`src/rtl/mips_register_file_pkg.sv`:
```
// rtl/mips_register_file_pkg.sv - shared register-file constants
// Also used by the control unit and the writeback mux.
package mips_register_file_pkg;
  localparam int         DATA_WIDTH = 32;
  localparam int         ADDR_WIDTH = 5;
  localparam int         REG_COUNT  = 32;
  localparam logic [4:0] REG_ZERO   = 5'd0;
endpackage

```
`src/rtl/mips_register_file_reg32_en.sv`:
```
// rtl/mips_register_file_reg32_en.sv - register with sync active-low clear and write enable
module reg32_en #(
  parameter int WIDTH = 32
) (
  input  logic             clk,
  input  logic             rst_n,
  input  logic             i_en,
  input  logic [WIDTH-1:0] i_d,
  output logic [WIDTH-1:0] o_q
);

  logic [WIDTH-1:0] r_q;

  // Clear wins over enable, so a write coinciding with reset is dropped.
  always_ff @(posedge clk) begin
    if (!rst_n) begin
      r_q <= '0;
    end else if (i_en) begin
      r_q <= i_d;
    end
  end

  assign o_q = r_q;

endmodule

```
`src/rtl/mips_register_file.sv`:
```
// rtl/mips_register_file.sv - MIPS GPR file, 2 async read ports, 1 clocked write port
// Register 0 has no storage and always reads zero.
module mips_register_file #(
  parameter int DATA_WIDTH = mips_register_file_pkg::DATA_WIDTH,
  parameter int ADDR_WIDTH = mips_register_file_pkg::ADDR_WIDTH
) (
  input  logic                  clk,
  input  logic                  rst_n,
  input  logic [ADDR_WIDTH-1:0] read_reg1,
  input  logic [ADDR_WIDTH-1:0] read_reg2,
  input  logic [ADDR_WIDTH-1:0] write_reg,
  input  logic [DATA_WIDTH-1:0] write_data,
  input  logic                  reg_write,
  output logic [DATA_WIDTH-1:0] read_data1,
  output logic [DATA_WIDTH-1:0] read_data2
);
  import mips_register_file_pkg::*;

  localparam int NUM_REGS = 1 << ADDR_WIDTH;

  logic [DATA_WIDTH-1:0] w_q [NUM_REGS];
  logic [NUM_REGS-1:1]   w_we;

  assign w_q[REG_ZERO] = '0;

  for (genvar i = 1; i < NUM_REGS; i++) begin : g_regs
    assign w_we[i] = reg_write && (write_reg == ADDR_WIDTH'(i));

    reg32_en #(
      .WIDTH(DATA_WIDTH)
    ) u_reg (
      .clk  (clk),
      .rst_n(rst_n),
      .i_en (w_we[i]),
      .i_d  (write_data),
      .o_q  (w_q[i])
    );
  end

  // No write-to-read bypass: a same-cycle read returns the pre-edge value.
  assign read_data1 = w_q[read_reg1];
  assign read_data2 = w_q[read_reg2];

endmodule

```
`config.mk`:
```
export PLATFORM = sky130hd
export DESIGN_NAME = mips_register_file
export DESIGN_NICKNAME = d
export VERILOG_FILES = /design/src/rtl/mips_register_file_pkg.sv /design/src/rtl/mips_register_file_reg32_en.sv /design/src/rtl/mips_register_file.sv
export SDC_FILE = /design/constraint.sdc
export NUM_CORES = 2
export LEC_CHECK = 0
export CAP_MARGIN = 25
export CORE_UTILIZATION = 45
export CTS_CLUSTER_DIAMETER = 30
export DETAILED_ROUTE_END_ITERATION = 10
export PLACE_DENSITY = 0.64
export SLEW_MARGIN = 20
export SYNTH_ARGS = -nofsm -noshare
export SYNTH_HDL_FRONTEND = slang
export SYNTH_HIERARCHICAL = 1
export SYNTH_SLANG_ARGS = --single-unit
```
`constraint.sdc`:
```
create_clock -name clk -period 1.8 [get_ports clk]
set_input_delay 0.18 -clock clk [delete_from_list [all_inputs] [get_ports clk]]
set_output_delay 0.18 -clock clk [all_outputs]
set_load 0.03 [all_outputs]
```
==> flow_summary_export.csv <==
group,metric,value,unit
status,outcome,"finished, violations left",
status,failed_checks,"setup timing",
yosys,ys_async_sr_fraction,0,
run,drv_cap,0,
cells_and_area,drive_gt1_frac,0.345,
yosys,ys_seq_area_frac,0.362,
floorplanning,core_area,120000,um2
pwr,clkPwrFrac,0.609,
routing,num_vias,40300,
pwr,p_leak,23.6,nW
routing,drc,0,
pwr,p_sw,16.7,mW
worst_setup_path,startpoint_type,"flop",
pwr,seqPwrFrac,0.311,
global_routing,grt_pass1_wl,270000,um
pwr,combPwrFrac,0.080,
sta,rsz0062_at_grt,"true",
placed_design,port_buffers,113,
floorplanning,dieArea,123000,um2
pwr,sw_frac_of_total,0.233,
cells_and_area,nets,5109,
placed_design,dpl_worst_slack,-0.549,ns
yosys,yosysMostFrequentCell,"mux2i_1",
cts,tritoncts,"built",
yosys,netlist-cell-type-count,28,
yosys,synth_cells,4655,
global_routing,antenna_found_initial,3,
yosys,ys_ff_latch,992,
yosys,synth_fp_nets,4705,
global_routing,use_met3,0.0515,
yosys,syn_area_per_cell,11.8,um2
yosys,synth_top_flop_cell,"dfxtp_1",
yosys,synth.top_cell.area_share,0.362,
worst_setup_path,timing.setup.critical_path_class,"flop to output pin",
worst_setup_path,crit_path_max_fanout,3,
cts,cts_buffer_depth,3,
sta,layout_min_cycle_time,2.64,ns
sta,tightest_slew,0.651,ns
worst_setup_path,arrival,2.46,ns
routing,drtIter0Drc,3414,
cts,root_buffer,"clkbuf_16",
cts,cts.sinks,992,
routing,wirelength,180000,um
routing,final_antenna_net_count,0,
global_routing,grt_usage,0.291,
global_routing,top_usage_layer,"met2",
yosys,syn_area,54900,um2
worst_setup_path,worst_setup_path_end_kind,"output pin",
pwr,vdd_drop_max,0.891,mV
floorplanning,die_w,351,um
sta,final_hold_viol_count,0,
yosys,synth.area.top_cells,"dfxtp_1, mux2i_1, mux4_2, nor2b_1, buf_12",
routing,drt_pass1_iterations,5,
global_routing,grt_use_met1,0.393,
routing,wire_per_inst,26.3,um
placed_design,hpwl,118000,um
sta,final-max-slew-violation-count,0,
cells_and_area,largest_reg_flops,992,
pwr,power_density,1010,nW/um2
worst_setup_path,cp.required,1.62,ns
cts,path_clk_slew,0.05,ns
floorplanning,initial_core_util,0.456,
global_routing,grt_pass1_vias,41100,
sta,max_freq,378,MHz
cts,cts_made_buffers,223,
global_routing,grt_use_met2,0.457,
global_routing,grt_max_degree,125,
cells_and_area,syn2layout_area_growth,29.9,%
worst_hold_path,hp-class,"primary input to flop",
floorplanning,pin_count,114,
sta,slew_headroom,0.567,
yosys,synth_edf_count,0,
floorplanning,fp-row-count,127,
yosys,yosysWarnings,6,
sta,setup_tns,-45.93,ns
cts,clk_latency,0.80,ns
global_routing,gr-total-overflow,0,
cells_and_area,fillers,9729,
sta,setup_viol,64,
cts,h-tree-depth,4,
sta,setup_slack,-0.843,ns
yosys,yosysTopAreaCell,"dfxtp_1",
routing,vias_per_cell,5.87,
pwr,p_int,55.0,mW
floorplanning,die_height,351,um
placed_design,place_congestion,0.845,
sta,fin_crit_sh,1.47,
yosys,yosys-top-cells-count,"mux2i_1, nor2b_1, dfxtp_1",
sta,skew,0,ns
-- final cells by class --
cell class	instances	area (um2)	share of cell area
multi-input combinational	3230	33300	0.467
timing repair buffer	610	7760	0.109
clock buffer	284	6260	0.0878
sequential	992	20100	0.281
tap	1612	2020	0.0283
antenna	2	5.00	0.0000702
clock inverter	131	1890	0.0264
inverter	2	10.0	0.000140
-- path summary, 6_finish.rpt --
| kind | startpoint | end | slack (ns) | depth (start not counted) |
|---|---|---|---|---|
| worst min-delay path | write_data[0] | g_regs[30].u_reg/o_q[0] | 0.24 | 4 |
| worst min register to register | g_regs[31].u_reg/o_q[30] | g_regs[31].u_reg/o_q[30] | 0.52 | 2 |
| worst max register to register | g_regs[26].u_reg/o_q[17] | g_regs[26].u_reg/o_q[17] | 1.04 | 3 |
| worst max-delay path | g_regs[31].u_reg/o_q[12] | read_data2[12] | -0.84 | 5 |
-- per-stage QoR --
step	total power [mW]	std cells	hold WS, ns	cell area, um2	utilization
2_1_floorplan	25.7	4655	0.308	56600	-
3_3_place_gp	28.3	6440	0.509	62700	0.521
3_5_place_dp	28.4	6440	0.520	62700	0.521
4_1_cts	72.1	6858	0.202	71200	0.591
5_1_grt	73.5	6862	0.241	71300	0.592
6_report	71.7	6863	0.238	71300	0.592
-- worst max-delay path, cell delays in order (launching register included) --
cell and delay (ns):
dfxtp_2 0.32, mux4_2 0.46, a22o_1 0.25, o21ai_4 0.21, o31ai_4 0.20, buf_12 0.19
-- power groups by stage --
stage | combinational, mW | clock [mW] | sequential (mW)
after CTS | 5.69 | 44.0 | 22.3
after floorplan | 2.98 | 0 | 22.7
after detailed placement | 5.66 | 0 | 22.7
after global routing | 5.93 | 45.3 | 22.3
final | 5.73 | 43.7 | 22.3
after global placement | 5.63 | 0 | 22.7
-- per-layer routing --
metal / vias to the layer above / wire length (um)
met4: 0 / 7500
met3: 396 / 12000
met1: 20300 / 78500
met2: 1558 / 82400
met5: - / 0
li1: 18000 / -
-- what timing repair did --
item	in CTS	in global routing
pin swaps	148	67
gates cloned	0	0
setup endpoints to repair	64	64
gates resized for setup	119	79
hold endpoints to repair	91	0
hold buffers	1	0
setup buffers	5	3
-- cell usage in the layout, fill, tap and decap left out, types with 22 or more instances in the layout --
cell type and count:
buf_12 239, dfxtp_1 836, a22o_1 191, nand2_1 67
bufinv_16 41, o22ai_1 63, and2_1 32, clkinv_2 30
mux2i_1 1152, clkbuf_8 39, and3_1 32, a211oi_2 57
mux4_2 384, nor2_4 26, clkbuf_16 226, nor2b_1 993
buf_4 311, o31ai_4 64, o21ai_4 22, dfxtp_2 156
clkdlybuf4s50_1 38, clkinvlp_4 22, mux2_2 64, o21ai_2 42
-- cell families (layout without fill, tap and decap cells) --
logic type | Yosys count | after routing | share of synthesized area
buffers and inverters | 433 | 1027 | 0.0662
DFF | 992 | 992 | 0.362
and+or+nand+nor | 1182 | 1182 | 0.130
other | 0 | 2 | 0
AOI/OAI and AO/OA | 448 | 448 | 0.0613
muxes | 1600 | 1600 | 0.381
No activity file was read; power rests on OpenSTA's default activity.
